`config.mk`:
```
export PLATFORM = sky130hd
export DESIGN_NAME = ula_ctrl
export DESIGN_NICKNAME = d
export VERILOG_FILES = /design/src/rtl/ula_ctrl.sv
export SDC_FILE = /design/constraint.sdc
export NUM_CORES = 1
export LEC_CHECK = 0
export ABC_AREA = 1
export ABC_CLOCK_PERIOD_IN_PS = 3600
export BUFFER_PORTS_ARGS = -buffer_cell sky130_fd_sc_hd__buf_2
export CAP_MARGIN = 0
export CELL_PAD_IN_SITES_DETAIL_PLACEMENT = 0
export CELL_PAD_IN_SITES_GLOBAL_PLACEMENT = 1
export CORE_MARGIN = 3
export CORE_UTILIZATION = 37
export CTS_CLUSTER_DIAMETER = 60
export DETAILED_ROUTE_END_ITERATION = 16
export GPL_ROUTABILITY_DRIVEN = 0
export PLACE_DENSITY_LB_ADDON = 0.1
export REMOVE_ABC_BUFFERS = 1
export SYNTH_ARGS = -nofsm -noshare
export SYNTH_HDL_FRONTEND = slang
export SYNTH_SLANG_ARGS = --single-unit
```
`constraint.sdc`:
```
create_clock -name clk -period 3.6 [get_ports clk]
set_input_delay 0.72 -clock clk [delete_from_list [all_inputs] [get_ports clk]]
set_output_delay 0.72 -clock clk [all_outputs]
set_load 0.02 [all_outputs]
```
`src/rtl/ula_ctrl.sv`:
```
// ula_ctrl: instruction sequencer for the 4-bit ALU datapath.
// Holds operand registers X/Y and a compare flag. It accepts one instruction
// at a time, keeps the ALU inputs stable for a settle window, and writes the
// result back to X or the status back to the flag. The OUT instruction emits X
// over a valid/ready port.
// Optional feature: define ULA_CTRL_RETIRE_CNT_EN to build the saturating
// retired-instruction counter. When it is undefined, retired is tied to 0.
module ula_ctrl #(
    parameter int DATA_W     = 4,
    parameter int SETTLE_CYC = 1
) (
    input  logic              clk,
    input  logic              rst,
    input  logic [7:0]        instr,
    input  logic              instr_valid,
    output logic              instr_ready,
    output logic [DATA_W-1:0] alu_x,
    output logic [DATA_W-1:0] alu_y,
    output logic [2:0]        alu_op,
    input  logic [DATA_W-1:0] alu_result,
    input  logic              alu_status,
    output logic [DATA_W-1:0] out_data,
    output logic              out_valid,
    input  logic              out_ready,
    output logic              flag,
    output logic              busy,
    output logic [7:0]        retired
);
    typedef enum logic [1:0] {S_IDLE, S_EXEC, S_WB, S_OUT} state_t;

    localparam logic [1:0] C_LDX = 2'b00;
    localparam logic [1:0] C_LDY = 2'b01;
    localparam logic [1:0] C_ALU = 2'b10;
    // Last EXEC cycle index before the ALU result is trusted.
    localparam logic [3:0] SETTLE_LAST = 4'(SETTLE_CYC - 1);

    state_t            state_q;
    logic [DATA_W-1:0] x_q, y_q, out_data_q;
    logic [7:0]        ir_q;
    logic [3:0]        cnt_q;
    logic              flag_q, out_valid_q;
    logic              is_cmp;
    logic              unused_ir;

    // Compare ops (eq/gt/lt) update the flag. Every other op writes X.
    assign is_cmp    = (ir_q[2:0] == 3'b011) || (ir_q[2:0] == 3'b100) || (ir_q[2:0] == 3'b101);
    // ir[5:4] carry no meaning for any instruction class.
    assign unused_ir = ^ir_q[5:4];

    assign instr_ready = (state_q == S_IDLE);
    assign busy        = (state_q != S_IDLE);
    assign alu_x       = x_q;
    assign alu_y       = y_q;
    assign alu_op      = ir_q[2:0];
    assign out_data    = out_data_q;
    assign out_valid   = out_valid_q;
    assign flag        = flag_q;

    // Sequencer FSM together with its operand, flag and output registers.
    always_ff @(posedge clk) begin
        if (rst) begin
            state_q     <= S_IDLE;
            x_q         <= '0;
            y_q         <= '0;
            ir_q        <= '0;
            cnt_q       <= '0;
            flag_q      <= 1'b0;
            out_valid_q <= 1'b0;
            out_data_q  <= '0;
        end else begin
            case (state_q)
                S_IDLE: begin
                    if (instr_valid) begin
                        ir_q    <= instr;
                        cnt_q   <= '0;
                        state_q <= S_EXEC;
                    end
                end
                S_EXEC: begin
                    case (ir_q[7:6])
                        C_LDX: begin
                            x_q     <= DATA_W'(ir_q[3:0]);
                            state_q <= S_IDLE;
                        end
                        C_LDY: begin
                            y_q     <= DATA_W'(ir_q[3:0]);
                            state_q <= S_IDLE;
                        end
                        C_ALU: begin
                            if (cnt_q == SETTLE_LAST) state_q <= S_WB;
                            else                      cnt_q   <= cnt_q + 4'd1;
                        end
                        default: begin
                            out_data_q  <= x_q;
                            out_valid_q <= 1'b1;
                            state_q     <= S_OUT;
                        end
                    endcase
                end
                S_WB: begin
                    if (is_cmp) flag_q <= alu_status;
                    else        x_q    <= alu_result;
                    state_q <= S_IDLE;
                end
                S_OUT: begin
                    if (out_ready) begin
                        out_valid_q <= 1'b0;
                        state_q     <= S_IDLE;
                    end
                end
                default: state_q <= S_IDLE;
            endcase
        end
    end

`ifdef ULA_CTRL_RETIRE_CNT_EN
    logic       retire_w;
    logic [7:0] retired_q, retired_d;

    // An instruction retires when it leaves EXEC (load), WB (ALU) or OUT (emit).
    assign retire_w = ((state_q == S_EXEC) && !ir_q[7]) || (state_q == S_WB) ||
                      ((state_q == S_OUT) && out_ready);

    // Saturating increment on each retire.
    always_comb begin
        retired_d = retired_q;
        if (retire_w && (retired_q != 8'hFF)) retired_d = retired_q + 8'd1;
    end

    // Counter register, cleared by reset.
    always_ff @(posedge clk) begin
        if (rst) retired_q <= '0;
        else     retired_q <= retired_d;
    end

    assign retired = retired_q;
`else
    assign retired = '0;
`endif

endmodule

```
* Yosys cells after proc, flatten, opt, wreduce, memory -nomap -nowiden
Index checks and enable logic that the tools add are counted.
** Word-level totals
- Register bits after elaboration :: 28
- Bits of input ports :: 17
- Output and inout port bits :: 27
- Logic and storage cells :: 60
** Operators by class
- $add $sub $neg :: 1
- Equality and inequality tests :: 16
- Muxes and demuxes :: 15
- Bitwise gates (word level) :: 1
- Reduce and logical (&&, ||, !) cells :: 19
** Operator list (number)
- $mux 4 :: 5
- $pmux 4 s2 :: 2
- $ne 2x2->1 const B :: 6
- $reduce_and 3->1 :: 3
- $pmux 2 s4 :: 1
- $reduce_and 2->1 :: 4
- $reduce_bool 2->1 :: 4
- $eq 2x2->1 const B :: 3
- $eq 3x3->1 const B :: 2
- $mux 2 :: 3
- $add 4x1->4 const B :: 1
- $eq 2x1->1 const B :: 2
- $logic_not 2->1 :: 2
- $logic_not 4->1 :: 1
- $pmux 2 s2 :: 1
- $reduce_and 4->1 :: 1
- $eq 3x2->1 const B :: 1
- $ne 3x3->1 const B :: 1
- $reduce_or 3->1 :: 1
- $logic_or 1x1->1 :: 2
- $mux 1 :: 2
- $ne 2x1->1 const B :: 1
- $pmux 1 s2 :: 1
- $reduce_or 2->1 :: 1
- $not 1->1 :: 1

* Longest topological paths before layout
Gate-level depths: netlist (run 1).
- Depth after elaboration :: 5
- Depth in mapped cells :: 8
- Depth with buffers taken out :: 8

* Worst setup path after synthesis (run 1)
OpenSTA, ideal clock, no wires.
- Path kind :: reg-to-output
- Start point :: reg state_q[0]
- End point :: out busy
- Data arrival time :: 813 ps
- Required time :: 2880 ps
- Path slack :: 2067 ps
- Cell stages (with the launch flop) :: 3
- Buffers on the path :: 0
- Path through :: dfxtp_1 > nor2_4 > inv_1
** Between the ends
- Cells in the longest elaborated chain, start to end :: 1
** Ends and longest elaborated chain
- start, declared :: RTL line 37 : state_t state_q;
- start signal, assigned :: RTL line 62 : state_q <= S_IDLE;
- start signal, assigned :: RTL line 76 : state_q <= S_EXEC;
- start signal, assigned :: RTL line 83 : state_q <= S_IDLE;
- $reduce_bool 2->1 :: RTL line 51 : assign busy = (state_q != S_IDLE);
- end, declared :: RTL line 26 : output logic busy,
Every way passes these cells.

* Worst setup path in the final report (run 1)
Ends and elaborated chain as after synthesis.

==> metrics.txt, run 1 <==
final hold vios 0; post-route cell area 1519 um^2; #FFs+latches synth 26; # setup viols final 0; worst-margin pin slew 571.8 ps; total grt overflow 0; arrival time at the worst endpoint 1220 ps; Post-CTS Setup Bufs 0; R2R Path End alu_x[0]; Initial Util 39.31%; clock buffer depth 2; CTS sink cnt 26; Area Overhead vs Synth 13.99%; die height 66.01 um; post-CTS sizing 0; Mapped Avg Cell Area 7.203 um^2; Via-to-Cell Ratio 4.460; num rows 21; post-route ant nets 0; CP Launch Type flip-flop; slew margin rel. 61.84%; Root Driver clkbuf_4; Hold Crit Class flip-flop to flip-flop; synth unique cells 22; Post-CTS Hold Fix Bufs 0; dpl cells 257; number of antenna diodes 0; final worst path period share 54.02%; wire per inst 10.25 um; IO Count 44; hold path depth 2; Core Area 3390 um^2; MaxCap Viol Count 0; hpwl dp 2073 um; Residual DRC 0; Int Power 443.9 uW; Register Area 520.5 um^2; CTS tree done; first-pass GRT wire length 4588 um; share of layout cells above drive strength 1 24.65%; detailed-route wire length 2674 um; Nets 235; hold_sp out_valid; initial antenna violation count 0; RSZ-0062 raised after global routing no; final hold slack 475.4 ps; Finished Core Util 44.81%; worst r2r src state_q[0]; post-synth design cell area 1333 um^2; # fillers 371; CTS H-tree depth 1; Worst VDD drop 0.2636 mV; Reg2Reg Depth 7; fin cells 261; R2R Setup Slk 2220 ps; Die Footprint 4357 um^2; Worst-path clk slew 130 ps; area post-placement 1483 um^2; setup ws final 1655 ps; Reg power frac 49.4%; Clock Latency Late Sink 320 ps; min cycle time layout 1945 ps; starting DRC count in detailed routing 27; leak pwr 0.7693 nW; pin count of the biggest net entering global routing 23; GRT Total Usage 13.48%; switching part of the total 35.46%; outcome completed; Net Sw Power 243.9 uW; vias in the first global route 1053; Hold Path End out_valid; Clk pwr share 21.4%; Comb pwr share 29.2%; crit-path max FO 6; Total Power 687.9 uW; kind of critical path flip-flop to output port; Vias 1164; TritonCTS buffer count 3; pwr/cell area 452.8 nW/um^2; die width 66.01 um; Setup TNS 0 ps; PortBufs 33; Worst EP required 2880 ps; Pre-antenna DRT Iters 4; fin. max-slew vios 0; sequential fraction of the synthesis area 39.06%; synthesis warning total 0; post-synthesis cell count 185; area of the multi-input gates 656.9 um^2; pre-CTS setup slack 1880 ps; Max Fclk 0.5142 GHz; Crit. End Element output port; Layout Skew 4.661 ps
-- power groups by stage --
stage	sequential (mW)	combinational, mW	clock, mW
after floorplan	0.363	0.131	0
after global placement	0.346	0.201	0
after detailed placement	0.347	0.202	0
after CTS	0.341	0.203	0.153
after global routing	0.345	0.231	0.165
final	0.340	0.201	0.147
-- kinds of logic (layout without fill, tap and decap cells) --
group | Yosys count | in the layout | synth area share, %
buffers and inverters | 36 | 59 | 13.61
and+or+nand+nor | 87 | 87 | 32.21
DFF | 26 | 26 | 39.06
xor gates and xnor gates | 1 | 1 | 0.6574
other | 1 | 8 | 0.2814
AOI/OAI and AO/OA | 32 | 32 | 12.30
adders and majority gates | 2 | 2 | 1.878
-- layout make-up --
class	instances	share of cell area, %
multi-input cells	130	43.25
flip-flops and latches	26	34.27
repair buffers	33	10.87
inverters	22	5.437
well taps	46	3.789
clock buffers	4	2.389
-- cell usage after synthesis, drive strengths merged --
master / n / share of area [%]
a21oi: 14 / 5.5
buf: 13 / 7.1
clkbuf: 1 / 0.28
conb: 1 / 0.28
dfxtp: 26 / 39
ha: 2 / 1.9
inv: 22 / 6.2
nand2: 34 / 11
nand3: 14 / 6.4
nand3b: 2 / 1.1
nor2: 35 / 11
nor3: 2 / 2.4
o21ai: 18 / 6.8
xnor2: 1 / 0.66
-- worst max-delay path, cell delays in order (launching register included) --
cell	delay [ps]
dfxtp_1	580
nor2_4	90
inv_1	80
buf_2	160
-- placed cells by master (no fill, tap or decap) --
cell	Yosys	layout
nand3_1	11	11
inv_1	19	19
nand2_2	2	2
a21oi_2	1	1
a21oi_1	13	13
nand3_2	3	3
ha_1	2	2
nor2_4	2	2
buf_2	1	33
clkbuf_8	0	1
dfxtp_1	26	26
nor2_1	32	32
inv_2	3	3
nand2_1	30	30
conb_1	1	8
nand3b_1	2	2
xnor2_1	1	1
nor2_2	1	1
nand2_4	2	2
o21ai_0	18	18
nor3_4	2	2
clkbuf_4	0	3
-- metal layers --
| metal | GRT usage (%) | wire length (um) | vias to the layer above |
|---|---|---|---|
| met1 | 17.33 | 1270 | 518 |
| met4 | 2.284 | 13 | 0 |
| met2 | 22.53 | 1258 | 20 |
| met5 | 0 | 0 | - |
| met3 | 4.082 | 132 | 2 |
| li1 | - | - | 624 |
-- registers in the layout, summed over array words and instances, names as in the netlist --
name       flops
cnt_q          4
state_q        2
alu_x          4
out_valid      1
alu_y          4
flag           1
ir_q           6
out_data       4
-- worst max path at each step --
stage | start | end | cells after the start
2_1_floorplan | state_q[0] | busy | 2
4_1_cts | state_q[0] | busy | 3
3_5_place_dp | rst | ir_q[1] | 4
3_3_place_gp | rst | alu_y[1] | 4
5_1_grt | state_q[0] | busy | 3
6_report | state_q[0] | busy | 3
Power figures use the tool's default switching activity.
==> inputs of run 2 (changes only) <==
--- a/config.mk
+++ b/config.mk
@@ -6,13 +6,13 @@
 export NUM_CORES = 1
 export LEC_CHECK = 0
 export ABC_AREA = 1
-export ABC_CLOCK_PERIOD_IN_PS = 3600
+export ABC_CLOCK_PERIOD_IN_PS = 1750
 export BUFFER_PORTS_ARGS = -buffer_cell sky130_fd_sc_hd__buf_2
 export CAP_MARGIN = 0
 export CELL_PAD_IN_SITES_DETAIL_PLACEMENT = 0
 export CELL_PAD_IN_SITES_GLOBAL_PLACEMENT = 1
 export CORE_MARGIN = 3
-export CORE_UTILIZATION = 37
+export CORE_UTILIZATION = 31
 export CTS_CLUSTER_DIAMETER = 60
 export DETAILED_ROUTE_END_ITERATION = 16
 export GPL_ROUTABILITY_DRIVEN = 0
==> constraint.sdc (replaced) <==
create_clock -name clk -period 1.75 [get_ports clk]
set_input_delay 0.35 -clock clk [delete_from_list [all_inputs] [get_ports clk]]
set_output_delay 0.35 -clock clk [all_outputs]
set_load 0.02 [all_outputs]
==> run 2 against run 1 <==
Worst hold slack worse by 170 ps. Clock power grew to 2.6 times the previous value. Sequential cell count stayed put. Combinational power is 110% higher. Largest power group unchanged. Global-route usage is 2.0 points lower. Via count is 0.77% lower. Highest routed layer unchanged.
==> metrics.txt, run 2 (synthesized netlist as in run 1, its figures left out) <==
number of antenna diodes 0; arrival time at the worst endpoint 1160 ps; share of layout cells above drive strength 1 25.35%; IO Count 44; # setup viols final 0; max reg flops 6; MaxCap Viol Count 0; commonest non-fill, non-tap cell in the layout buf_2; Post-CTS Hold Fix Bufs 0; pin count of the biggest net entering global routing 17; die width 71.56 um; starting DRC count in detailed routing 34; crit-path max FO 6; Post-CTS Setup Bufs 0; hpwl dp 2280 um; Worst-path clk slew 80 ps; # fillers 448; TritonCTS buffer count 3; Initial Util 32.61%; vias in the first global route 1068; Hold Crit Class input pin to flip-flop; post-CTS sizing 0; max layer used met4; final worst path period share 86.12%; R2R Setup Slk 380 ps; WL met1 1371 um; min cycle time layout 1507 ps; wire per inst 10.67 um; Worst EP required 1400 ps; die height 71.56 um; final hold vios 0; Max Fclk 0.6635 GHz; Nets 237; CTS sink cnt 26; fin. max-slew vios 0; outcome completed; initial antenna violation count 0; Crit. End Element output port; Reg2Reg Depth 7; CP Launch Type flip-flop; Critical Path Source state_q[0]; Area Overhead vs Synth 16.90%; Residual DRC 0; CTS tree done; Die Footprint 5121 um^2; most frequent cells in the layout buf_2, nor2_1, nand2_1; PortBufs 33; post-route ant nets 0; slowest cell on the critical path dfxtp_1; clock buffer depth 2; leak pwr 0.7867 nW; largest register by flop count ir_q; hold path depth 2; Layout Skew 1.880 ps; total grt overflow 0; CTS H-tree depth 1; Via-to-Cell Ratio 4.326; Setup TNS 0 ps; Vias 1155; Pre-antenna DRT Iters 4; R2R Path End alu_x[0]; worst setup path end busy; worst r2r src state_q[0]; dpl cells 263; detailed-route wire length 2849 um; pwr/cell area 961.2 nW/um^2; GRT Total Usage 11.52%; slowest stage delay, CP 570 ps; Core Area 4086 um^2; Clock Latency Late Sink 260 ps; final hold slack 310.0 ps; kind of critical path flip-flop to output port; metal3 WL 171 um; CP Cell Sequence nor2_4 -> inv_1 -> buf_2; num rows 23; met2 WL 1296 um; fin cells 267; Worst VDD drop 0.4095 mV; Root Driver clkbuf_8; RSZ-0062 raised after global routing no; first-pass GRT wire length 4823 um
[run 2: cell types whose count changed in the layout (fill, tap and decap cells not counted)]
cell,before,now
buf_4,0,2
clkbuf_4,3,0
clkbuf_8,1,4
[run 2: worst min-delay path by stage]
stage,startpoint,endpoint,slack [ps]
2_1_floorplan,rst,cnt_q[2],410
3_3_place_gp,out_valid,out_valid,450
3_5_place_dp,out_valid,out_valid,460
4_1_cts,rst,cnt_q[2],310
5_1_grt,rst,cnt_q[2],310
6_report,rst,cnt_q[2],310
[run 2: routing by layer]
metal  up-vias  GRT usage [%]
met2        27          19.29
met5         -              0
met1       499          15.04
met3         2          3.647
met4         0          1.253
li1        627              -
[run 2: per-stage QoR]
stage	instance area (um^2)	util (%)	worst slack (ps)	power, mW
floorplan	1260	-	546.2	1.016
global placement	1503	36.77	385.9	1.134
detailed placement	1503	36.77	362.4	1.140
CTS	1558	38.12	228.5	1.525
global route	1558	38.12	171.0	1.617
finish	1558	38.12	242.9	1.497
[run 2: worst max-delay path, delay by kind of cell (launching register included)]
kind,cells,cell delay [ps]
buf+inv,2,240
flops,1,570
simple gates,1,90
[run 2: cell type report]
cell class	instances	area [um^2]	share of cell area [%]
well taps	50	62.56	4.016
flip-flops and latches	26	520.5	33.41
multi-input cells	130	656.9	42.17
clock buffers	4	55.05	3.534
inverters	22	82.58	5.301
repair buffers	35	180.2	11.57
[run 2: report_power, final]
part | switching [mW] | total (mW) | internal, mW
registers | 0.0501 | 0.699 | 0.649
clock network | 0.178 | 0.378 | 0.201
logic | 0.280 | 0.420 | 0.140
total | 0.508 | 1.50 | 0.990
==> inputs of run 3 (changes only) <==
--- a/config.mk
+++ b/config.mk
@@ -11,7 +11,7 @@
 export CAP_MARGIN = 0
 export CELL_PAD_IN_SITES_DETAIL_PLACEMENT = 0
 export CELL_PAD_IN_SITES_GLOBAL_PLACEMENT = 1
-export CORE_MARGIN = 3
+export CORE_MARGIN = 1
 export CORE_UTILIZATION = 31
 export CTS_CLUSTER_DIAMETER = 60
 export DETAILED_ROUTE_END_ITERATION = 16
==> run 3 against run 2 <==
Non-clock buffer count is 1 lower. First-iteration DRC count decreased by 2.9%. Via count grew 1.3%. Power rose by 0.55%. Cell area decreased by 0.48%. Wire length is 1.6% higher. Worst hold slack improved by 9.9 ps. Clock power increased by 2%. Critical path type unchanged. Largest power group unchanged. Highest routed layer unchanged.
==> metrics.txt, run 3 (synthesized netlist as in run 1, its figures left out) <==
post-route cell area 1550 um^2; Net Sw Power 517.5 uW; first-pass GRT wire length 4995 um; number of antenna diodes 0; total grt overflow 0; delay-heaviest family, CP flip-flops; post-route ant nets 0; Clk pwr share 25.7%; dpl cells 262; Pre-antenna DRT Iters 4; hold path depth 2; crit-path max FO 6; RSZ-0062 raised after global routing no; TritonCTS buffer count 3; kind of critical path flip-flop to output port; final hold slack 319.9 ps; min cycle time layout 1520 ps; Via-to-Cell Ratio 4.398; Nets 236; switching part of the total 34.37%; commonest non-fill, non-tap cell in the layout buf_2; MaxCap Viol Count 0; post-CTS sizing 0; Die Footprint 4564 um^2; Vias 1170; CP Buf/Inv Count 2; CTS H-tree depth 1; pwr/cell area 971.2 nW/um^2; Worst VDD drop 0.3747 mV; slowest stage delay, CP 570 ps; initial antenna violation count 0; slowest cell on the critical path dfxtp_1; GRT Total Usage 14.54%; Core Area 4058 um^2; Clock Latency Late Sink 270 ps; clock buffer depth 2; die width 67.56 um; most frequent cells in the layout buf_2, nor2_1, nand2_1; num rows 23; outcome completed; hold_sp rst; setup ws final 229.9 ps; final worst path period share 86.86%; Post-CTS Hold Fix Bufs 0; starting DRC count in detailed routing 33; max reg flops 6; arrival time at the worst endpoint 1170 ps; PortBufs 33; Max Fclk 0.6579 GHz; CTS sink cnt 26; worst r2r src state_q[0]; Area Overhead vs Synth 16.34%; Worst EP required 1400 ps; wire per inst 10.88 um; fin cells 266; final hold vios 0; Comb pwr share 27.8%; Setup TNS 0 ps; Critical Path Source state_q[0]; Residual DRC 0; CTS tree done; Reg power frac 46.5%; Post-CTS Setup Bufs 0; Initial Util 32.84%; Total Power 1.506 mW; stages on the worst setup path 3; Int Power 988.2 uW; hpwl dp 2212 um; die height 67.56 um; area post-placement 1495 um^2; vias in the first global route 1144; Layout Skew 4.295 ps; fin. max-slew vios 0; largest register by flop count ir_q; Finished Core Util 38.21%; pre-CTS setup slack 328.4 ps; CP Cell Sequence nor2_4 -> inv_1 -> buf_2; Reg2Reg Depth 7; Worst-path clk slew 90 ps; detailed-route wire length 2895 um; IO Count 44; leak pwr 0.7819 nW; share of layout cells above drive strength 1 25.00%; Crit. End Element output port; Hold Crit Class input pin to flip-flop; # setup viols final 0; Root Driver clkbuf_8; CP Launch Type flip-flop; pin count of the biggest net entering global routing 23
==> run 3: power by group through the flow <==
stage / logic [mW] / clock network, mW / registers (mW)
2_1_floorplan: 0.269 / 0 / 0.748
3_3_place_gp: 0.419 / 0 / 0.712
3_5_place_dp: 0.424 / 0 / 0.716
4_1_cts: 0.426 / 0.410 / 0.702
5_1_grt: 0.479 / 0.441 / 0.710
6_report: 0.418 / 0.387 / 0.701
==> run 3: area by class of cell <==
type / count / area, um^2
Sequential cell: 26 / 520.5
Inverter: 22 / 82.58
Tap cell: 50 / 62.56
Clock buffer: 4 / 55.05
Timing Repair Buffer: 34 / 172.7
Multi-Input combinational cell: 130 / 656.9
Fill cell: 449 / 2507
==> run 3: layer usage <==
layer	up-vias	wire, um	GRT usage (%)
li1	625	-	-
met1	519	1419	18.17
met2	24	1327	24.50
met3	2	129	3.547
met4	0	18	3.989
met5	-	0	0
==> run 3: worst paths after layout <==
kind | to | slack (ps)
max | busy | 230
min | cnt_q[2] | 320
min reg2reg | out_valid | 460
max reg2reg | cnt_q[1] | 340
